[config.mk]
export PLATFORM = sky130hd
export DESIGN_NAME = uart_mmio_v2
export DESIGN_NICKNAME = d
export VERILOG_FILES = /design/src/rtl/uart_mmio_v2.sv
export SDC_FILE = /design/constraint.sdc
export NUM_CORES = 1
export LEC_CHECK = 0
export ABC_AREA = 1
export CORE_UTILIZATION = 60
export CTS_CLUSTER_SIZE = 16
export DETAILED_ROUTE_END_ITERATION = 8
export MAX_ROUTING_LAYER = met4
export PLACE_DENSITY_LB_ADDON = 0.15
export SKIP_CTS_REPAIR_TIMING = 1
export SYNTH_ARGS = -nofsm -noshare
export SYNTH_HDL_FRONTEND = slang
export SYNTH_SLANG_ARGS = --single-unit
[constraint.sdc]
create_clock -name clk -period 4.65 [get_ports clk]
set_input_delay 0.93 -clock clk [delete_from_list [all_inputs] [get_ports clk]]
set_output_delay 0.93 -clock clk [all_outputs]
set_load 0.01 [all_outputs]
[src/rtl/uart_mmio_v2.sv]
// Memory-mapped UART slave: programmable baud divisor, 16x-oversampled RX,
// RX/TX FIFOs, sticky W1C error flags, FIFO level readback, maskable irq.

// Circular-buffer byte FIFO; a push while full is taken only alongside a pop.
module uart_mmio_v2_fifo #(
    parameter int unsigned DEPTH = 16
) (
    input  logic                     clk,
    input  logic                     rst_n,
    input  logic                     push,
    input  logic [7:0]               din,
    input  logic                     pop,
    output logic [7:0]               dout,
    output logic [$clog2(DEPTH):0]   count,
    output logic                     full,
    output logic                     empty,
    output logic                     push_ok
);
    localparam int unsigned AW = $clog2(DEPTH);
    localparam logic [AW:0] FULL_CNT = DEPTH[AW:0];

    logic [7:0]    mem [DEPTH];
    logic [AW-1:0] wptr, rptr;
    logic          do_pop;

    assign empty   = (count == '0);
    assign full    = (count == FULL_CNT);
    assign do_pop  = pop & ~empty;
    assign push_ok = push & (~full | do_pop);
    assign dout    = mem[rptr];

    // Storage array, no reset needed.
    always_ff @(posedge clk) begin
        if (push_ok) mem[wptr] <= din;
    end

    // Pointers and occupancy.
    always_ff @(posedge clk or negedge rst_n) begin
        if (!rst_n) begin
            wptr  <= '0;
            rptr  <= '0;
            count <= '0;
        end else begin
            if (push_ok) wptr <= wptr + 1'b1;
            if (do_pop)  rptr <= rptr + 1'b1;
            if (push_ok && !do_pop)      count <= count + 1'b1;
            else if (!push_ok && do_pop) count <= count - 1'b1;
        end
    end
endmodule

module uart_mmio_v2 #(
    parameter int unsigned RX_DEPTH    = 16,
    parameter int unsigned TX_DEPTH    = 16,
    parameter int unsigned DEFAULT_DIV = 53
) (
    input  logic        clk,
    input  logic        rst_n,
    input  logic        en,
    input  logic        we,
    input  logic [31:0] addr,
    input  logic [31:0] wdata,
    output logic [31:0] rdata,
    output logic        irq,
    input  logic        uart_rx,
    output logic        uart_tx
);
    typedef enum logic [1:0] {R_IDLE, R_START, R_DATA, R_STOP} rx_state_t;
    typedef enum logic [2:0] {T_IDLE, T_LOAD, T_START, T_DATA, T_STOP} tx_state_t;

    logic [2:0]  sel;
    logic        rd, wr, wr_data, wr_status, wr_ctrl, wr_baud;
    logic [15:0] baud_div, baud_cnt;
    logic        tick16;
    logic [2:0]  ctrl;
    logic        rx_ovr, frame_err, tx_ovf;

    logic [1:0]  rx_sync;
    logic        rx_s;
    rx_state_t   rx_state;
    logic [3:0]  rx_cnt;
    logic [2:0]  rx_bit;
    logic [7:0]  rx_sh;
    logic        rx_done, rx_push, rx_pop, rx_push_ok, rx_full, rx_empty;
    logic [7:0]  rx_head;
    logic [$clog2(RX_DEPTH):0] rx_count;

    tx_state_t   tx_state;
    logic [3:0]  tx_cnt;
    logic [2:0]  tx_bit;
    logic [7:0]  tx_sh;
    logic        tx_pop, tx_push_ok, tx_full, tx_empty, tx_pending;
    logic [7:0]  tx_head;
    logic [$clog2(TX_DEPTH):0] tx_count;
    logic        unused_bits;

    assign sel       = addr[4:2];
    assign rd        = en & ~we;
    assign wr        = en & we;
    assign wr_data   = wr & (sel == 3'd0);
    assign wr_status = wr & (sel == 3'd1);
    assign wr_ctrl   = wr & (sel == 3'd2);
    assign wr_baud   = wr & (sel == 3'd3);
    assign rx_pop    = rd & (sel == 3'd0);
    assign tick16    = (baud_cnt == '0);
    assign rx_s      = rx_sync[1];
    assign rx_done   = (rx_state == R_STOP) & tick16 & (rx_cnt == 4'd15);
    assign rx_push   = rx_done & rx_s;
    assign tx_pending = (tx_state != T_IDLE) | ~tx_empty;
    assign tx_pop    = ~tx_empty & ((tx_state == T_IDLE) |
                       ((tx_state == T_STOP) & tick16 & (tx_cnt == 4'd15)));
    assign unused_bits = ^{addr[31:5], addr[1:0], wdata[31:16]};

    uart_mmio_v2_fifo #(.DEPTH(RX_DEPTH)) u_rx_fifo (
        .clk(clk), .rst_n(rst_n), .push(rx_push), .din(rx_sh), .pop(rx_pop),
        .dout(rx_head), .count(rx_count), .full(rx_full), .empty(rx_empty),
        .push_ok(rx_push_ok)
    );

    uart_mmio_v2_fifo #(.DEPTH(TX_DEPTH)) u_tx_fifo (
        .clk(clk), .rst_n(rst_n), .push(wr_data), .din(wdata[7:0]), .pop(tx_pop),
        .dout(tx_head), .count(tx_count), .full(tx_full), .empty(tx_empty),
        .push_ok(tx_push_ok)
    );

    // Baud tick down-counter; period BAUD_DIV+1, reloaded on BAUD writes.
    always_ff @(posedge clk or negedge rst_n) begin
        if (!rst_n)        baud_cnt <= DEFAULT_DIV[15:0];
        else if (wr_baud)  baud_cnt <= wdata[15:0];
        else if (tick16)   baud_cnt <= baud_div;
        else               baud_cnt <= baud_cnt - 1'b1;
    end

    // Control registers and sticky flags; a set beats a same-cycle W1C.
    always_ff @(posedge clk or negedge rst_n) begin
        if (!rst_n) begin
            ctrl      <= '0;
            baud_div  <= DEFAULT_DIV[15:0];
            rx_ovr    <= 1'b0;
            frame_err <= 1'b0;
            tx_ovf    <= 1'b0;
            irq       <= 1'b0;
        end else begin
            if (wr_ctrl) ctrl     <= wdata[2:0];
            if (wr_baud) baud_div <= wdata[15:0];
            rx_ovr    <= (rx_push & ~rx_push_ok) | (rx_ovr & ~(wr_status & wdata[4]));
            frame_err <= (rx_done & ~rx_s) | (frame_err & ~(wr_status & wdata[5]));
            tx_ovf    <= (wr_data & ~tx_push_ok) | (tx_ovf & ~(wr_status & wdata[6]));
            irq       <= (ctrl[0] & ~rx_empty) | (ctrl[1] & ~tx_pending) |
                         (ctrl[2] & (rx_ovr | frame_err | tx_ovf));
        end
    end

    // RX synchroniser and receive FSM (mid-bit sampling on tick16).
    always_ff @(posedge clk or negedge rst_n) begin
        if (!rst_n) begin
            rx_sync  <= 2'b11;
            rx_state <= R_IDLE;
            rx_cnt   <= '0;
            rx_bit   <= '0;
            rx_sh    <= '0;
        end else begin
            rx_sync <= {rx_sync[0], uart_rx};
            case (rx_state)
                R_IDLE: if (!rx_s) begin
                    rx_state <= R_START;
                    rx_cnt   <= '0;
                end
                R_START: if (tick16) begin
                    if (rx_cnt == 4'd7) begin
                        rx_cnt <= '0;
                        rx_bit <= '0;
                        rx_state <= rx_s ? R_IDLE : R_DATA;
                    end else begin
                        rx_cnt <= rx_cnt + 1'b1;
                    end
                end
                R_DATA: if (tick16) begin
                    rx_cnt <= rx_cnt + 1'b1;
                    if (rx_cnt == 4'd15) begin
                        rx_sh  <= {rx_s, rx_sh[7:1]};
                        rx_bit <= rx_bit + 1'b1;
                        if (rx_bit == 3'd7) rx_state <= R_STOP;
                    end
                end
                R_STOP: if (tick16) begin
                    rx_cnt <= rx_cnt + 1'b1;
                    if (rx_cnt == 4'd15) rx_state <= R_IDLE;
                end
                default: rx_state <= R_IDLE;
            endcase
        end
    end

    // Transmit FSM; LOAD holds the popped byte until the next tick so every
    // bit spans exactly 16 ticks, and STOP chains directly into the next START.
    always_ff @(posedge clk or negedge rst_n) begin
        if (!rst_n) begin
            tx_state <= T_IDLE;
            tx_cnt   <= '0;
            tx_bit   <= '0;
            tx_sh    <= '0;
            uart_tx  <= 1'b1;
        end else begin
            case (tx_state)
                T_IDLE: if (!tx_empty) begin
                    tx_sh    <= tx_head;
                    tx_state <= T_LOAD;
                end
                T_LOAD: if (tick16) begin
                    tx_state <= T_START;
                    tx_cnt   <= '0;
                    uart_tx  <= 1'b0;
                end
                T_START: if (tick16) begin
                    tx_cnt <= tx_cnt + 1'b1;
                    if (tx_cnt == 4'd15) begin
                        tx_state <= T_DATA;
                        tx_bit   <= '0;
                        uart_tx  <= tx_sh[0];
                    end
                end
                T_DATA: if (tick16) begin
                    tx_cnt <= tx_cnt + 1'b1;
                    if (tx_cnt == 4'd15) begin
                        if (tx_bit == 3'd7) begin
                            tx_state <= T_STOP;
                            uart_tx  <= 1'b1;
                        end else begin
                            tx_sh   <= {1'b0, tx_sh[7:1]};
                            uart_tx <= tx_sh[1];
                            tx_bit  <= tx_bit + 1'b1;
                        end
                    end
                end
                T_STOP: if (tick16) begin
                    tx_cnt <= tx_cnt + 1'b1;
                    if (tx_cnt == 4'd15) begin
                        if (!tx_empty) begin
                            tx_sh    <= tx_head;
                            tx_state <= T_START;
                            uart_tx  <= 1'b0;
                        end else begin
                            tx_state <= T_IDLE;
                        end
                    end
                end
                default: tx_state <= T_IDLE;
            endcase
        end
    end

    // Combinational read mux, zero outside read cycles.
    always_comb begin
        rdata = '0;
        if (rd) begin
            case (sel)
                3'd0: rdata[7:0] = rx_empty ? 8'h00 : rx_head;
                3'd1: rdata[6:0] = {tx_ovf, frame_err, rx_ovr, rx_full, tx_full,
                                    tx_pending, ~rx_empty};
                3'd2: rdata[2:0] = ctrl;
                3'd3: rdata[15:0] = baud_div;
                3'd4: rdata[15:0] = {8'(tx_count), 8'(rx_count)};
                default: rdata = '0;
            endcase
        end
    end
endmodule

==> tab_implementation.tex <==
\begin{tabular}{lr}
\hline
Metric & Value \\
\hline
\multicolumn{2}{l}{\textbf{Clock network}} \\
Clock tree from TritonCTS & built \\
Clock transition at the registers of the reported paths & roughly 70 ps \\
Clock buffers created by TritonCTS & 38 \\
Total clock sinks & 359 \\
Max Root-Sink Buffers & 3 \\
H-tree levels & 2 \\
Clock insertion delay at the later pin of the skew report & 530 ps \\
Library cell used as clock root buffer & sky130\_fd\_sc\_hd\_\_clkbuf\_16 \\
\multicolumn{2}{l}{\textbf{Global route}} \\
Via count of the first global-routing pass & approximately 11000 \\
Gr busiest metal & met2 \\
Gr ovfl total & 0 \\
Maximum number of pins on one net before global-route repair & between 60 and 70 \\
Global-route wire length before repair & roughly 58000 um \\
Fraction of met1 tracks used by global routing & 36.2\% \\
Total routing resource utilization after global routing & between 20 and 30\% \\
Global routing usage on met3 & $\sim$3.6\% \\
Global-route met2 utilization & 44.4\% \\
Number of antenna violations at the first check in global routing & 0 \\
\multicolumn{2}{l}{\textbf{Floorplan}} \\
Die outline area & $\sim$0.028 mm\^{}2 \\
Vert. Die Dim & 168 um \\
Count of pins on the block boundary & between 100 and 150 \\
Number of cell rows & 60 \\
Die boundary width & 168 um \\
Area of the core & around 0.027 mm\^{}2 \\
Effective utilization at floorplan & between 60\% and 70\% \\
\multicolumn{2}{l}{\textbf{Pwr}} \\
Clock group share of total power & between 20\% and 30\% \\
Seq pwr share & between 40 and 50\% \\
Switch share & around 36\% \\
Switching power & around 3.5 mW \\
Worst IR drop on VDD & approximately 0.00039 V \\
Pwr Density & between 500 and 600 mW/mm\^{}2 \\
Internal power & 6.35 mW \\
Static Leak & 7.49 nW \\
Share of power burned in combinational logic & between 20\% and 30\% \\
\multicolumn{2}{l}{\textbf{Critical path}} \\
Startpoint-to-endpoint class of the critical path & register to output port \\
Reg2reg setup slack & between 1000 and 1500 ps \\
CP delay by family, top & buffers and inverters \\
Critical path startpoint category & register \\
Levels on crit path & 9 \\
R2R depth & 17 \\
Crit end category & output port \\
Cell-by-cell trace of the critical path & inv\_1 > buf\_4 > o21ai\_0 > nand3\_1 > nand3\_1 > nand2\_1 > nand2\_1 > a21oi\_1 > clkdlybuf4s50\_1 \\
Maximum fanout along the worst path & 56 \\
Sum of buffers and inverters on the critical path & 3 \\
Largest incremental delay on the critical path & about 650 ps \\
Arrival time at the worst endpoint & between 3000 and 4000 ps \\
Standard cell with the maximum stage delay on the critical path & sky130\_fd\_sc\_hd\_\_clkdlybuf4s50\_1 \\
Required time worst endpoint & about 3700 ps \\
\multicolumn{2}{l}{\textbf{Timing}} \\
Highest attainable clock frequency & 236 MHz \\
Slew of the pin with the lowest slew margin & around 1100 ps \\
Final worst clock skew & 13.1 ps \\
Normalized max-slew margin & 28.4\% \\
Hold violation count in the final report & 0 \\
Period minus WS final & roughly 4200 ps \\
Count of final max-slew check failures & 0 \\
Unrepaired setup endpoints after global routing & no \\
Setup TNS Final & 0 ps \\
Final period util & approximately 91\% \\
Min Hold Slack & $\sim$360 ps \\
Number of setup violations in the final report & 0 \\
\multicolumn{2}{l}{\textbf{Synthesis}} \\
Count of warnings emitted by yosys & 0 \\
Synth area leaders & sky130\_fd\_sc\_hd\_\_edfxtp\_1 47\%, sky130\_fd\_sc\_hd\_\_dfrtp\_1 14\%, sky130\_fd\_sc\_hd\_\_nand2\_1 6.6\% \\
EDFF count, synth & $\sim$260 \\
Commonest cells in the netlist & 291 x sky130\_fd\_sc\_hd\_\_nand2\_1, 256 x sky130\_fd\_sc\_hd\_\_edfxtp\_1, 242 x sky130\_fd\_sc\_hd\_\_nor2\_1, 157 x sky130\_fd\_sc\_hd\_\_o21ai\_0, 122 x sky130\_fd\_sc\_hd\_\_inv\_1 \\
Proportion of netlist area held by the largest area contributor & 46.7\% \\
Flip-flop and latch count after synthesis & $\sim$360 \\
Syn avg cell area & approximately 10 um\^{}2 \\
Most common flop cell mapped by yosys & sky130\_fd\_sc\_hd\_\_edfxtp\_1 \\
Synth area leader & sky130\_fd\_sc\_hd\_\_edfxtp\_1 \\
Cell with the most instances after synthesis & sky130\_fd\_sc\_hd\_\_nand2\_1 \\
Asr flop ratio synth & about 29\% \\
Total standard cell area after synthesis & 0.0165 mm\^{}2 \\
Register area share after synthesis & 62.4\% \\
Unique cell type count in the Yosys netlist & 51 \\
Mapped Cells & between 1500 and 2000 \\
\multicolumn{2}{l}{\textbf{Finish}} \\
Fraction of layout instances using a drive strength above 1 & approximately 9\% \\
Area growth from synthesis to final layout & 11.7\% \\
Final cell count without fillers & between 2000 and 2500 \\
Net total in the final layout & about 1800 \\
Antenna diode count & 0 \\
Post-layout utilization of the core & about two thirds \\
\multicolumn{2}{l}{\textbf{Routing}} \\
Total via count in the routed design & approximately 12000 \\
Antenna Nets Post-Route & 0 \\
Routed Wire Length & between 30000 and 40000 um \\
Drt first-iter violations & 1192 \\
DRC violation count after routing & 0 \\
Post-detailed-route wirelength per cell & roughly 18 um \\
First-pass detailed-route iteration total & 5 \\
Via-to-Cell Ratio & 5.74 \\
\multicolumn{2}{l}{\textbf{Flow run}} \\
Number of max-cap violations & 0 \\
\multicolumn{2}{l}{\textbf{Worst hold path}} \\
Hold depth & 0 \\
Min-delay worst type & register to register \\
\multicolumn{2}{l}{\textbf{Outcome}} \\
Outcome & finished, final reports clean \\
\multicolumn{2}{l}{\textbf{Placed design}} \\
Cell Count Post-Placement & about 2000 \\
Routability cong. & between 0.8 and 0.9 \\
IO Port Bufs & 41 \\
DP HPWL & 23400 um \\
\hline
\end{tabular}
[power by group through the flow]
| stage | logic [mW] | registers (mW) | clock network, mW |
|---|---|---|---|
| 4_1_cts | 2.93 | 3.96 | 2.97 |
| 3_3_place_gp | 2.83 | 4.01 | 0 |
| 5_1_grt | 3.32 | 3.99 | 3.09 |
| 2_1_floorplan | 2.21 | 3.89 | 0 |
| 6_report | 2.94 | 3.96 | 2.95 |
| 3_5_place_dp | 2.90 | 4.02 | 0 |
[kinds of logic (layout without fill, tap and decap cells)]
group	Yosys count	in the layout	synth area share, %
AND/OR/NAND/NOR	717	717	19.1
flip-flops	359	359	62.4
AO/OA/AOI/OAI	271	271	9.16
buffers and inverters	211	272	5.61
adder cells (fa/ha/maj)	28	28	2.22
XOR/XNOR	24	24	1.28
multiplexers	3	3	0.205
other	1	16	0.0228
[layout by cell type (no fill, tap or decap), drive strengths merged, types with 8 or more instances in the layout]
cell type,instances
clkinv,19
nand4,8
nand3,124
clkbuf,46
nand2,303
conb,16
buf,27
ha,26
o21ai,179
dfstp,11
dfrtp,92
nor3,22
clkdlybuf4s50,40
inv,133
a21oi,35
o211ai,33
o22ai,8
edfxtp,256
nor2,255
xor2,17
[final cells by class]
| type | count | area [um^2] |
|---|---|---|
| Sequential cell | 359 | 10300 |
| Inverter | 135 | 512 |
| Timing Repair Buffer | 67 | 641 |
| Fill cell | 1980 | 8550 |
| Tap cell | 341 | 427 |
| Multi-Input combinational cell | 1059 | 5330 |
| Clock buffer | 46 | 1000 |
| Clock inverter | 24 | 215 |
[registers in the layout, indices dropped and copies added, names as in the netlist, 2 cells and up, named ones only]
name	count
tx_state	3
u_rx_fifo.wptr	4
baud_cnt	16
u_tx_fifo.rptr	4
rx_sh	8
rx_bit	3
tx_sh	8
tx_bit	3
u_rx_fifo.count	5
rx_sync	2
ctrl	3
rx_cnt	4
u_tx_fifo.wptr	4
u_tx_fifo.count	5
u_tx_fifo.mem	128
baud_div	16
u_rx_fifo.rptr	4
tx_cnt	4
u_rx_fifo.mem	128
[metal layers]
metal  part of all wire, %  wire, um
met1                    42     15500
met2                    48     17800
met4                   2.9      1060
met5                     0         0
met3                   6.4      2360
[final timing paths]
kind                                 endpoint               from
max                                  rdata[4]  u_rx_fifo.rptr[0]
min                                rx_sync[1]         rx_sync[0]
max reg2reg                u_tx_fifo.count[4]        baud_cnt[0]
min reg2reg                        rx_sync[1]         rx_sync[0]
max in group asynchronous             uart_tx              rst_n
min in group asynchronous            tx_sh[6]              rst_n
[per-stage QoR]
| step | area [um^2] | total power, mW | setup WS (ps) |
|---|---|---|---|
| 6_report | 18400 | 9.85 | 418 |
| 4_1_cts | 18400 | 9.86 | 452 |
| 3_3_place_gp | 17200 | 6.84 | 719 |
| 2_1_floorplan | 16500 | 6.10 | 1780 |
| 5_1_grt | 18400 | 10.4 | 244 |
| 3_5_place_dp | 17200 | 6.92 | 693 |
Note: power is estimated with default switching activity, not from simulation.
